--- src/rtl/square_wave_meter.sv ---
// Measures period and high time of an asynchronous square wave in clk48 cycles,
// publishing each result through a valid/ready register pair with sticky overrun.
module square_wave_meter #(
  parameter int CNT_W   = 32,
  parameter int TIMEOUT = 96000000
) (
  input  logic             clk48,
  input  logic             reset,
  input  logic             sig_in,
  output logic [CNT_W-1:0] meas_period,
  output logic [CNT_W-1:0] meas_high,
  output logic             meas_valid,
  input  logic             meas_ready,
  output logic             tracking,
  output logic             timeout,
  output logic             overrun
);

  localparam logic [CNT_W-1:0] TIMEOUT_VAL = CNT_W'(TIMEOUT);

  typedef enum logic {IDLE, TRACK} state_t;

  state_t           r_state;
  logic             r_sync1, r_sync2, r_sync3;
  logic             r_rise, r_fall;
  logic [CNT_W-1:0] r_period, r_high;
  logic             r_highRun;
  logic             r_tracking, r_timeout;
  logic [CNT_W-1:0] r_measPeriod, r_measHigh;
  logic             r_measValid, r_overrun;
  logic             w_publish;

  always_ff @(posedge clk48) begin
    if (reset) begin
      r_sync1 <= 1'b0;
      r_sync2 <= 1'b0;
      r_sync3 <= 1'b0;
      r_rise  <= 1'b0;
      r_fall  <= 1'b0;
    end else begin
      r_sync1 <= sig_in;
      r_sync2 <= r_sync1;
      r_sync3 <= r_sync2;
      r_rise  <= r_sync2 & ~r_sync3;
      r_fall  <= ~r_sync2 & r_sync3;
    end
  end

  assign w_publish = (r_state == TRACK) && r_rise;

  // Counters restart at 1 because the cycle holding the detected rise is already
  // part of the new period; the timeout compare caps them so they cannot wrap.
  always_ff @(posedge clk48) begin
    if (reset) begin
      r_state    <= IDLE;
      r_period   <= '0;
      r_high     <= '0;
      r_highRun  <= 1'b0;
      r_tracking <= 1'b0;
      r_timeout  <= 1'b0;
    end else begin
      r_timeout <= 1'b0;
      case (r_state)
        IDLE: begin
          if (r_rise) begin
            r_state    <= TRACK;
            r_tracking <= 1'b1;
            r_period   <= CNT_W'(1);
            r_high     <= CNT_W'(1);
            r_highRun  <= 1'b1;
          end
        end
        TRACK: begin
          if (r_rise) begin
            r_period  <= CNT_W'(1);
            r_high    <= CNT_W'(1);
            r_highRun <= 1'b1;
          end else if (r_period == TIMEOUT_VAL) begin
            r_state    <= IDLE;
            r_tracking <= 1'b0;
            r_timeout  <= 1'b1;
            r_highRun  <= 1'b0;
          end else begin
            r_period <= r_period + CNT_W'(1);
            if (r_highRun) begin
              if (r_fall) r_highRun <= 1'b0;
              else        r_high    <= r_high + CNT_W'(1);
            end
          end
        end
        default: begin
          r_state    <= IDLE;
          r_tracking <= 1'b0;
        end
      endcase
    end
  end

  // A new result always wins over an accept; overrun only marks unread data lost.
  always_ff @(posedge clk48) begin
    if (reset) begin
      r_measPeriod <= '0;
      r_measHigh   <= '0;
      r_measValid  <= 1'b0;
      r_overrun    <= 1'b0;
    end else if (w_publish) begin
      r_measPeriod <= r_period;
      r_measHigh   <= r_high;
      r_measValid  <= 1'b1;
      if (r_measValid && !meas_ready) r_overrun <= 1'b1;
    end else if (r_measValid && meas_ready) begin
      r_measValid <= 1'b0;
    end
  end

  assign meas_period = r_measPeriod;
  assign meas_high   = r_measHigh;
  assign meas_valid  = r_measValid;
  assign tracking    = r_tracking;
  assign timeout     = r_timeout;
  assign overrun     = r_overrun;

endmodule

--- config.mk ---
export PLATFORM = sky130hd
export DESIGN_NAME = square_wave_meter
export DESIGN_NICKNAME = d
export VERILOG_FILES = /design/src/rtl/square_wave_meter.sv
export SDC_FILE = /design/constraint.sdc
export NUM_CORES = 1
export LEC_CHECK = 0
export BUFFER_PORTS_ARGS = -buffer_cell sky130_fd_sc_hd__buf_2
export CAP_MARGIN = 10
export CORE_ASPECT_RATIO = 1.1
export CORE_MARGIN = 4
export CORE_UTILIZATION = 49
export CTS_CLUSTER_SIZE = 8
export DETAILED_ROUTE_END_ITERATION = 8
export PLACE_DENSITY = 0.72
export REMOVE_ABC_BUFFERS = 1
export SKIP_LAST_GASP = 1
export SLEW_MARGIN = 30
export SYNTH_ARGS = -nofsm -noshare
export SYNTH_HDL_FRONTEND = slang
export SYNTH_SLANG_ARGS = --single-unit
--- constraint.sdc ---
create_clock -name clk48 -period 2.6 [get_ports clk48]
set_clock_uncertainty 0.15 [all_clocks]
set_input_delay 0.13 -clock clk48 [delete_from_list [all_inputs] [get_ports clk48]]
set_output_delay 0.13 -clock clk48 [all_outputs]
set_load 0.005 [all_outputs]
==> metrics.txt <==
outcome=complete, no violations; placed cells=just over 900; H-tree depth=4; hpwl dp=10400 µm; Die Y=between 100 and 150 µm; Final Max Tran Viols=0; n_diodes=0; CTS tree=built; via count=5743; Worst-path clk slew=roughly 0.06 ns; largest net degree at the start of global routing=52; top cell type's share of synthesized area=0.461; min Tclk post-route=2.51 ns; io pins=just over 70; Die W=roughly 110 µm; Mapped Cells=a little over 700; CORE AREA=roughly 12000 µm²; register area share after synthesis=0.461; unrepaired setup endpoints after global routing=false; insertion delay to the later sink of the worst-skew pair=between 0.4 and 0.5 ns; total gr overflow=0; Worst-Margin Slew=0.721 ns; top post-synthesis cells by area=dfxtp_1, nand2_1, a21oi_1; VDD IR-drop max=approximately 0.00032 V; CP endpoint kind=register; top_reg_cell synth=dfxtp_1; crit-path cells=or4_1 -> or4_1 -> buf_4 -> o21ai_4 -> buf_12 -> buf_12 -> a211oi_1 -> mux2i_1; IO buf count=between 70 and 80; Post-synth ARST share=0; f_max=~400 MHz; Worst Hold Class=input pin to register; slew margin rel.=0.517; most numerous cell in the Yosys netlist=nand2_1; slowest stage delay, CP=approximately 0.53 ns; Finished Cell Area=7430 µm²; Vias/cell=about 5.9; Avg Cell Area, Syn=approximately 8.4 µm²; CP startpoint kind=register; DRC=0; Core Util, Final=0.617; vias in the first global route=approximately 5500; Max Cap Viol=0; ANT nets after route=0; Post-DP Area=~6700 µm²; pre-CTS setup slack=-0.0265 ns; first-pass GRT wire length=between 20000 and 30000 µm; Nets=808; CTS root buf=clkbuf_16; Setup TNS=0 ns; synth cell count leaders=nand2_1, dfxtp_1, a21oi_1, o31ai_1, clkbuf_1; Crit Path Class=register to register; DR WL/cell=between 15 and 20 µm; Final Hold Vio Count=0; clock sink total=between 100 and 150; detailed-router iteration count before antenna repair=5; Initial Util=0.502; Detailed Route WL=15400 µm; # setup viols final=0; worst r2r path cells=8; Worst Path Arrival=between 2 and 3 ns; synthesized area=slightly above 6000 µm²; Yosys reg bits=139; Iter 0 DRT Violations=399; Rows=42; power density cells=676 nW/µm²; Required @ worst endpoint=2.73 ns; Finished Layout Cells=around 970; yosys warns=0; RePlAce Congestion=about 0.88; Hold Path Stages=4; P_leak=0.00270 µW; share of layout cells above drive strength 1=0.198; clock buffer depth=2; Crit-path slowest cell=or4_1; Distinct cells, synth=54; Inserted Clock Buffers=17; worst setup margin=approximately 0.09 ns; Post-synth EDFFs=0; Synth area leader=dfxtp_1; die area=roughly 14000 µm²; crit share post-route=0.965; GRT Overall Usage=0.221; initial antenna violation count=0; area grow syn2layout=23.0%; maximum fanout along the worst path=11
[power by group]
| group | internal (µW) | switching (µW) |
|---|---|---|
| registers | 2140 | 4.64 |
| logic | 45.3 | 91.2 |
| clock network | 1840 | 901 |
| total | 4020 | 997 |
[state kept, by name (all words and copies together) (netlist names)]
signal / count
r_highRun: 1
r_high: 32
r_rise: 1
r_sync3: 1
meas_period: 32
meas_high: 32
r_sync2: 1
timeout: 1
r_sync1: 1
meas_valid: 1
overrun: 1
r_fall: 1
r_state: 1
r_period: 32
tracking: 1
[path summary, 6_finish.rpt]
| check | start | end | slack (ns) |
|---|---|---|---|
| max reg2reg | r_period[4] | r_period[25] | 0.09 |
| max | r_period[4] | r_period[25] | 0.09 |
| min | reset | r_period[31] | 0.14 |
| min reg2reg | r_sync3 | r_rise | 0.26 |
[cell families after synthesis]
kind of cell | share of synthesized area
buffers and inverters | 0.0452
multiplexers | 0.0116
AO/OA/AOI/OAI | 0.210
flip-flops | 0.461
XOR/XNOR | 0.00580
adder cells (fa/ha/maj) | 0.00622
AND/OR/NAND/NOR | 0.261
[layout by cell type, fill, tap and decap left out, drive strengths merged, types with 10 or more instances in the layout]
| cell type | instances |
|---|---|
| a21oi | 90 |
| and4 | 12 |
| buf | 114 |
| clkbuf | 19 |
| dfxtp | 139 |
| nand2 | 167 |
| nand3 | 23 |
| nand4 | 21 |
| nor2 | 10 |
| o2111ai | 21 |
| o311ai | 12 |
| o31ai | 39 |
| or3 | 30 |
| or4 | 16 |
[area by class of cell]
class                   instances  area [µm²]
clock buffers                  19         453
clock inverters                12         219
fillers                      1034        4600
inverters                       9        33.8
multi-input cells             518        2990
flip-flops and latches        139        2780
well taps                     154         193
repair buffers                116         756
[metal layers]
layer	global-route usage	up-vias	wire length (µm)
met1	0.303	2720	7090
met4	0.0692	0	230
met5	0	-	0
met3	0.0394	22	929
met2	0.354	187	7170
li1	-	2814	-
[timing repair]
action                                 in CTS  in global routing
hold buffers                                2                  0
pin swaps                                   0                  1
buffers inserted                            0                  1
setup endpoints to repair                  16                 16
gates resized for setup                     1                  1
endpoints found under the hold margin       3                  0
[worst max-delay path: cells and delay by family, from the launching register on]
family / cells / cell delay [ns]
AND/OR/NAND/NOR: 2 / 1.05
flip-flops: 1 / 0.30
buffers and inverters: 3 / 0.46
multiplexers: 1 / 0.14
AO/OA/AOI/OAI: 2 / 0.27
[stage by stage]
step	total power [µW]	hold slack (ns)
after global routing	5160	0.177
after CTS	5050	0.118
after detailed placement	2320	0.197
after global placement	2310	0.192
after floorplan	2240	0.0491
final	5020	0.135
(Power assumes the default switching activity.)
